[src/rtl/coin_acceptor.sv]
// Coin-chute front end: synchronises the sensor, measures each pulse width and emits a coin code.
// Optional chute-jam detection is enabled by defining COIN_ACCEPTOR_JAM_DETECT_EN.
module coin_acceptor #(
    parameter int unsigned A_MIN       = 4,
    parameter int unsigned A_MAX       = 7,
    parameter int unsigned B_MIN       = 10,
    parameter int unsigned B_MAX       = 15,
    parameter int unsigned TIMEOUT     = 31,
    parameter int unsigned LOCKOUT_CYC = 3
) (
    input  logic       clk,
    input  logic       rst,
    input  logic       coin_sense,
    input  logic       accept_en,
    output logic [1:0] x,
    output logic       reject,
    output logic       jam
);

`ifdef COIN_ACCEPTOR_JAM_DETECT_EN
    typedef enum logic [2:0] {StIdle, StMeasure, StEmit, StLockout, StJam} state_e;
`else
    typedef enum logic [1:0] {StIdle, StMeasure, StEmit, StLockout} state_e;
`endif

    localparam logic [7:0] WSat     = 8'(TIMEOUT + 1);
    localparam logic [7:0] AMin     = 8'(A_MIN);
    localparam logic [7:0] AMax     = 8'(A_MAX);
    localparam logic [7:0] BMin     = 8'(B_MIN);
    localparam logic [7:0] BMax     = 8'(B_MAX);
    localparam logic [7:0] LockLast = 8'(LOCKOUT_CYC - 1);

    state_e     state_q, state_d;
    logic       sync1_q, sense_s, sense_d;
    logic [7:0] wcnt_q, wcnt_d;
    logic [7:0] lcnt_q, lcnt_d;
    logic [1:0] x_q, x_d;
    logic       reject_q, reject_d;
    logic       rise, fall;

    assign rise = sense_s & ~sense_d;
    assign fall = ~sense_s & sense_d;

    always_ff @(posedge clk) begin
        if (rst) begin
            state_q  <= StIdle;
            sync1_q  <= 1'b0;
            sense_s  <= 1'b0;
            sense_d  <= 1'b0;
            wcnt_q   <= 8'd0;
            lcnt_q   <= 8'd0;
            x_q      <= 2'b00;
            reject_q <= 1'b0;
        end else begin
            state_q  <= state_d;
            sync1_q  <= coin_sense;
            sense_s  <= sync1_q;
            sense_d  <= sense_s;
            wcnt_q   <= wcnt_d;
            lcnt_q   <= lcnt_d;
            x_q      <= x_d;
            reject_q <= reject_d;
        end
    end

    always_comb begin
        state_d  = state_q;
        wcnt_d   = wcnt_q;
        lcnt_d   = lcnt_q;
        x_d      = 2'b00;
        reject_d = 1'b0;
        case (state_q)
            StIdle: begin
                // Only a fresh edge starts a measurement; a level held over from lockout does not.
                if (rise) begin
                    state_d = StMeasure;
                    wcnt_d  = 8'd1;
                end
            end
            StMeasure: begin
                if (fall) begin
                    state_d = StEmit;
                end else if (sense_s && (wcnt_q != WSat)) begin
                    wcnt_d = wcnt_q + 8'd1;
                end
`ifdef COIN_ACCEPTOR_JAM_DETECT_EN
                if (wcnt_q == WSat) begin
                    state_d = StJam;
                end
`endif
            end
            StEmit: begin
                if (!accept_en) begin
                    reject_d = 1'b1;
                end else if ((wcnt_q >= AMin) && (wcnt_q <= AMax)) begin
                    x_d = 2'b01;
                end else if ((wcnt_q >= BMin) && (wcnt_q <= BMax)) begin
                    x_d = 2'b10;
                end else begin
                    reject_d = 1'b1;
                end
                state_d = StLockout;
                lcnt_d  = 8'd0;
            end
            StLockout: begin
                if (lcnt_q == LockLast) begin
                    state_d = StIdle;
                end else begin
                    lcnt_d = lcnt_q + 8'd1;
                end
            end
`ifdef COIN_ACCEPTOR_JAM_DETECT_EN
            StJam: begin
                state_d = StJam;
            end
`endif
            default: state_d = StIdle;
        endcase
    end

    assign x      = x_q;
    assign reject = reject_q;

`ifdef COIN_ACCEPTOR_JAM_DETECT_EN
    assign jam = (state_q == StJam);
`else
    assign jam = 1'b0;
`endif

endmodule
[config.mk]
export PLATFORM = sky130hd
export DESIGN_NAME = coin_acceptor
export DESIGN_NICKNAME = d
export VERILOG_FILES = /design/src/rtl/coin_acceptor.sv
export SDC_FILE = /design/constraint.sdc
export NUM_CORES = 1
export LEC_CHECK = 0
export CAP_MARGIN = 5
export CORE_MARGIN = 10
export CORE_UTILIZATION = 50
export DETAILED_ROUTE_END_ITERATION = 12
export DONT_BUFFER_PORTS = 1
export PLACE_DENSITY = 0.69
export SETUP_SLACK_MARGIN = 0.05
export SLEW_MARGIN = 5
export SYNTH_ARGS = -nofsm -noshare
export SYNTH_HDL_FRONTEND = slang
export SYNTH_SLANG_ARGS = --single-unit
[constraint.sdc]
create_clock -name clk -period 2.6 [get_ports clk]
set_input_delay 0.39 -clock clk [delete_from_list [all_inputs] [get_ports clk]]
set_output_delay 0.39 -clock clk [all_outputs]
set_load 0.02 [all_outputs]
* Word level (Yosys, flattened, before mapping)
Cells that the tools add are included.
** Storage, ports and cells
- Bits in registers :: 24
- Input port bits :: 4
- Word-level logic and storage cells :: 59
** Cells by class
- Add/sub/neg operators :: 2
- Magnitude comparators :: 4
- Equality and inequality tests :: 11
- Multiplexer cells :: 15
- Bitwise logic cells :: 6
- Reduce and logical (&&, ||, !) cells :: 12
** Operators with widths (number)
- $mux W8 :: 4
- $pmux W8 S2 :: 2
- $add A8 B1 Y8 const B :: 2
- $ne A2 B2 Y1 const B :: 6
- $eq A8 B2 Y1 const B :: 1
- $ge A8 B3 Y1 const B :: 1
- $ge A8 B4 Y1 const B :: 1
- $le A8 B3 Y1 const B :: 1
- $le A8 B4 Y1 const B :: 1
- $mux W2 :: 4
- $ne A8 B6 Y1 const B :: 1
- $pmux W2 S4 :: 1
- $eq A2 B2 Y1 const B :: 2
- $mux W1 :: 4
- $not A1 Y1 :: 4
- $reduce_and A4 Y1 :: 1
- $reduce_bool A2 Y1 :: 2
- $reduce_or A4 Y1 :: 1
- $logic_and A1 B1 Y1 :: 3
- $reduce_and A3 Y1 :: 1
- $reduce_or A3 Y1 :: 1
- $and A1 B1 Y1 :: 2
- $eq A2 B1 Y1 const B :: 1
- $logic_not A2 Y1 :: 1
- 2 further kinds :: 2

* Longest topological paths before layout
Gate-level depths: netlist of run 1.
- Depth after elaboration :: 5
- Mapped depth :: 7

* Worst setup path before layout of run 1
OpenSTA, ideal clock, no wires.
- Path type :: flip-flop to flip-flop
- From :: register state_q[1]
- To :: register wcnt_q[3]
- Arrival :: 1.682 ns
- Setup slack :: 0.827 ns
- Stages on the path, launching flop included :: 8
- Cells stage by stage :: dfxtp_1 > inv_1 > ha_1 > clkbuf_1 > and4b_1 > a211oi_2 > a41oi_1 > a311oi_1
** On the way
- Cells in the longest elaborated chain, start to end :: 3
- Elaborated cells on any way between the ends :: 8
- Classes of those cells :: eq/ne (4); mux (1); reduce/logical (3)
** RTL lines
- start: declaration :: RTL line 33 : state_e state_q, state_d;
- start signal: assignment :: RTL line 46 : state_q <= StIdle;
- start signal: assignment :: RTL line 55 : state_q <= state_d;
- $eq A2 B1 Y1 / $logic_not A2 Y1 (equally long branches) :: RTL line 72 : case (state_q)
- $ne A2 B2 Y1 (no source line) / $reduce_bool A2 Y1 (equally long branches)
- $reduce_and A4 Y1 (no source line)
- end signal: assignment :: RTL line 59 : wcnt_q <= wcnt_d;
- end: declaration :: RTL line 35 : logic [7:0] wcnt_q, wcnt_d;
Several ways; a longest one is shown, not always the timed one.
A chain may end at the register's enable or synchronous reset.

* Final worst setup path of run 1
- From :: register state_q[1]
- To :: register wcnt_q[4]
The elaborated chain is that of the path after synthesis.

==> metrics, run 1 <==
run status=finished clean; number of detailed-route iterations in the first pass=4; endpoints failing hold=0; count of unresolved DRC violations after routing=0; maximum operating frequency=503 MHz; final critical-path share of the clock period=0.764; I/O pin count=8; 1st-iter DRT viols=60; Most used DFF post-synth=dfxtp_1; path type of the worst min-delay path=primary input to register; final-layout fill cell count=251; cell leakage power=0.414 nW; post-detailed-placement half-perimeter wirelength=1730 um; power density over cell area=574 nW/um^2; global route overflow=0; largest clock skew in the final design=0.00675 ns; number of hold-repair buffers added at the cts stage=0; die height=70.6 um; asr flop ratio synth=0; global placer's final weighted congestion=0.827; Worst Max-Slew Pin Slew=0.521 ns; final-report max-slew violation count=0; detail-routed via count per cell=6.02; area occupied by registers=480 um^2; part of the Yosys area used for sequential elements=0.375; post-cts repair resize count=0; routed via count=1030; core area=2450 um^2; average wire per cell in the routed design=14.2 um; multi-input combinational cell area=726 um^2; Antenna Diode Count=0; number of sinks driven by the clock tree=24; Max VDD drop=0.000299 V; clock tree from TritonCTS=built; Final Setup Violations=0; Yosys warning count=0; startpoint type of the worst setup path=register; Die Area=4980 um^2; number of maximum-capacitance constraint violations=0; count of H-tree levels built during CTS=1; num rows=18; sort of element at the end of the critical path=register; cell type contributing the most total cell area after synthesis=dfxtp_1; utilization of the core after routing=0.533; largest driver fanout on the critical path=11; via count of the first global-routing pass=884; fraction of layout cells with a size suffix above 1=0.0922; mean area per synthesized cell=8.83 um^2; area fraction of the dominant cell type after synthesis=0.375; #FFs+latches synth=24; Worst EP required=2.83 ns; cell at the root of the clock tree=clkbuf_4; # nets final=155; number of different library cells in the post-synthesis netlist=45; final worst path period need=1.99 ns; initial cell density of the core=0.521; worst-case headroom to the max-slew limit=0.653; unrepaired setup endpoints after global routing=false; Arrival @ worst endpoint=2.22 ns; remaining number of nets flagged by the antenna check after routing=0; all-layer global routing usage=0.0959; setup TNS=0 ns; worst-skew pair later-pin latency=0.32 ns; Synth Instances=145; clock-pin slew reported for the worst setup and hold paths after clock tree synthesis=0.13 ns; die outline width=70.6 um; number of flops mapped to enable cells by yosys=0; setup fix buffers added after clock tree synthesis=0; initial antenna violation count=0; Clock Tree Buf Depth=2; top cells by area, synth=dfxtp_1 38%, ha_1 7.8%, a21oi_1 4.3%, nand3_1 3.1%, inv_1 2.9%; global-route wire length before repair=4080 um; total design power=0.751 mW; kind of critical path=register to register; Netlist Area Pre-Place=1280 um^2; number of port buffers=0; Syn-to-layout area delta=2.15%; maximum number of pins on one net before global-route repair=19; total nets after synthesis=157; total clock buffers created by CTS=3; total wire length=2420 um
==> synth_stat cells, drive strengths merged, types with 3 or more instances <==
cell and count:
ha 8, a21o 3, nor2b 4, o21a 3, inv 10, nand3 8, nor4 6, o21ai 7
dfxtp 24, nor2 7, clkbuf 3, a21oi 11, nand2 8, nand4 3, nand2b 3, buf 4
a311oi 3, a32o 3
==> cells by family (layout without fill, tap and decap cells) <==
family / count (synthesis) / count (layout) / synth area share
simple gates: 50 / 50 / 0.219
other cells: 1 / 1 / 0.00293
flops: 24 / 24 / 0.375
buf+inv: 18 / 14 / 0.0577
mux: 1 / 1 / 0.00782
fa+ha+maj: 8 / 8 / 0.0782
compound gates: 41 / 41 / 0.245
xor+xnor: 2 / 2 / 0.0137
==> routing by layer <==
layer,share of wire,global-route usage
met1,0.50,0.127
met2,0.42,0.141
met3,0.063,0.0293
met4,0.017,0.0387
met5,0,0
==> cell type report <==
type,count,share of cell area
Clock buffer,3,0.0172
Sequential cell,24,0.367
Inverter,11,0.0316
Multi-Input combinational cell,103,0.555
Tap cell,30,0.0287
==> flip-flops by register name, summed over array words and instances (netlist names) <==
name and cells:
lcnt_q 8, reject 1, sense_d 1, sense_s 1, state_q 2, sync1_q 1
wcnt_q 8, x 2
==> per-stage QoR <==
step	worst slack (ns)	hold slack [ns]	cell area (um^2)	std cells
after floorplan	0.827	0.414	1280	145
after global placement	0.670	0.433	1280	168
after detailed placement	0.655	0.430	1280	168
after CTS	0.623	0.120	1310	171
after global routing	0.451	0.0979	1310	171
final	0.613	0.123	1310	171
==> power breakdown <==
part,switching [mW],internal [mW]
clock network,0.111,0.0543
registers,0.0170,0.384
logic,0.114,0.0705
total,0.242,0.509
==> cell usage in the layout, fill, tap and decap left out, drive strengths merged, types with 2 or more instances in the layout <==
master / n
a211oi: 2
a21o: 3
a21oi: 11
a311oi: 3
a32o: 3
a41oi: 2
clkbuf: 3
dfxtp: 24
ha: 8
inv: 10
nand2: 8
nand2b: 3
nand3: 8
nand4: 3
nor2: 7
nor2b: 4
nor3: 2
nor3b: 2
nor4: 6
o21a: 3
o21ai: 7
o31ai: 2
or3: 2
xnor2: 2
==> final timing paths <==
kind / from / endpoint / slack (ns) / cells after the start
setup / recovery: state_q[1] / wcnt_q[4] / 0.61 / 6
hold / removal: rst / lcnt_q[3] / 0.12 / 1
setup reg to reg: state_q[1] / wcnt_q[4] / 0.61 / 6
hold reg to reg: sync1_q / sense_s / 0.45 / 1
==> worst max-delay path: stages (launching register included) <==
cell	delay, ns
dfxtp_1	0.38
inv_1	0.08
ha_1	0.29
and4b_1	0.26
a211oi_2	0.45
a41oi_1	0.18
a311oi_1	0.26
Power figures use the tool's default switching activity.
==> run 2, diff against run 1 <==
- clock period: 2.6 -> 1.92 ns (I/O delays scaled with it)
==> run 2 against run 1 <==
Sequential power increased by 36%. Global-route usage is 2.1 points higher. Register-to-register slack got worse by 0.48 ns. Sequential share of layout area shrank 3.8 points. Non-clock buffer count rose by 14. Clock power grew 130%. Maximum frequency up 11%. Core utilization increased by 6.6 points. Setup slack got worse by 0.48 ns. Combinational power increased by 71%. Critical path depth rose by 1. Highest routed layer unchanged.
==> metrics, run 2 (same netlist as run 1, synthesis figures left out) <==
run status=finished clean; total wire length=2860 um; registers with the most flip-flops=lcnt_q: 8 flops, wcnt_q: 8 flops; final-report max-slew violation count=0; die height=70.6 um; hold depth=1; 1st-iter DRT viols=61; initial cell density of the core=0.521; initial antenna violation count=0; maximum operating frequency=559 MHz; remaining number of nets flagged by the antenna check after routing=0; startpoint type of the worst setup path=register; start point of the worst hold path=rst; placed inst area=1350 um^2; # nets final=169; die outline width=70.6 um; worst-case headroom to the max-slew limit=0.643; global-route wire length before repair=5000 um; clock-pin slew reported for the worst setup and hold paths after clock tree synthesis=0.14 ns; core area=2450 um^2; total clock buffers created by CTS=3; worst flop-to-flop path endpoint=state_q[0]; endpoints failing hold=0; final worst path period need=1.79 ns; Worst EP required=2.18 ns; global routing met1 resource utilization=0.142; clock tree from TritonCTS=built; largest driver fanout on the critical path=5; final-layout fill cell count=216; Final Setup Violations=0; num rows=18; reg2reg path depth=7; path type of the worst min-delay path=primary input to register; grt met2 use=0.179; most used cells in the layout excluding fill and tap cells=21 x dfxtp_1, 12 x buf_4, 10 x a21oi_1; largest clock skew in the final design=0.00155 ns; setup TNS=0 ns; number of port buffers=0; post-route cell area=1470 um^2; global route overflow=0; utilization of the core after routing=0.598; Antenna Diode Count=0; Worst Max-Slew Pin Slew=0.530 ns; Clock Tree Buf Depth=2; Arrival @ worst endpoint=2.05 ns; final critical-path share of the clock period=0.931; fraction of layout cells with a size suffix above 1=0.199; sort of element at the end of the critical path=register; worst-skew pair later-pin latency=0.32 ns; I/O pin count=8; all-layer global routing usage=0.117; most heavily used metal layer in global routing=met2; number of sinks driven by the clock tree=24; power density over cell area=839 nW/um^2; detail-routed via count per cell=6.04; kind of critical path=register to register; R2R Path Start=lcnt_q[0]; average wire per cell in the routed design=15.4 um; Syn-to-layout area delta=14.8%; routed via count=1123; count of H-tree levels built during CTS=1; most common cell after layout, fill and taps aside=dfxtp_1; cell leakage power=0.501 nW; global placer's final weighted congestion=0.831; Worst Hold Path EP=lcnt_q[3]; Max VDD drop=0.000620 V; number of maximum-capacitance constraint violations=0; number of detailed-route iterations in the first pass=4; unrepaired setup endpoints after global routing=false; via count of the first global-routing pass=1090; cell at the root of the clock tree=clkbuf_4; count of unresolved DRC violations after routing=0; met3 Track Usage GR=0.0391; Die Area=4980 um^2; reg-to-reg slack, setup=0.13 ns; maximum number of pins on one net before global-route repair=19; post-detailed-placement half-perimeter wirelength=1970 um
==> run 2: metal layers <==
metal / vias to the layer above / part of all wire
met3: 4 / 0.081
li1: 555 / -
met2: 38 / 0.46
met1: 526 / 0.45
met4: 0 / 0.010
met5: - / 0
==> run 2: worst max-delay path, cell delays in order, from the launching register on <==
cell and delay [ns]:
dfxtp_2 0.35, inv_2 0.05, ha_1 0.13, or4b_4 0.48, o41ai_4 0.23, buf_4 0.20
o21a_4 0.13, mux2i_1 0.16
==> run 2: area by class of cell <==
cell class | instances | area (um^2) | area share
well taps | 30 | 37.5 | 0.0256
repair buffers | 14 | 110 | 0.0750
clock buffers | 3 | 22.5 | 0.0153
inverters | 11 | 41.3 | 0.0281
multi-input cells | 103 | 743 | 0.506
flip-flops and latches | 24 | 484 | 0.330
clock inverters | 1 | 30.0 | 0.0204
==> run 2: per-stage QoR <==
stage	power [mW]	worst slack, ns	hold WS [ns]	cells
6_report	1.23	0.132	0.0231	186
4_1_cts	1.21	0.0608	0.00625	184
5_1_grt	1.30	0.0519	0.0109	186
3_3_place_gp	0.811	0.0449	0.361	177
3_5_place_dp	0.826	0.0256	0.365	177
2_1_floorplan	0.765	0.147	0.414	145
==> run 2: worst max path at each step <==
stage / slack, ns / from / end / cells past startpoint
final: 0.13 / lcnt_q[0] / state_q[0] / 7
after global routing: 0.05 / lcnt_q[0] / lcnt_q[0] / 8
after CTS: 0.06 / lcnt_q[0] / lcnt_q[0] / 8
after detailed placement: 0.03 / lcnt_q[0] / state_q[0] / 6
after global placement: 0.04 / lcnt_q[0] / state_q[0] / 6
after floorplan: 0.15 / state_q[1] / wcnt_q[3] / 7
==> run 2: report_power, final <==
group	internal, mW	switching [mW]
Combinational	0.127	0.187
Sequential	0.524	0.0209
Clock	0.211	0.162
Total	0.862	0.370
==> run 2: repair_timing <==
action | 4_1_cts | 5_1_grt
endpoints found under the hold margin | 0 | 7
hold buffers | 0 | 2
endpoints found under the setup margin | 1 | 13
setup buffers | 3 | 0
gates cloned | 0 | 0
gates resized for setup | 2 | 5
pin swaps | 1 | 1
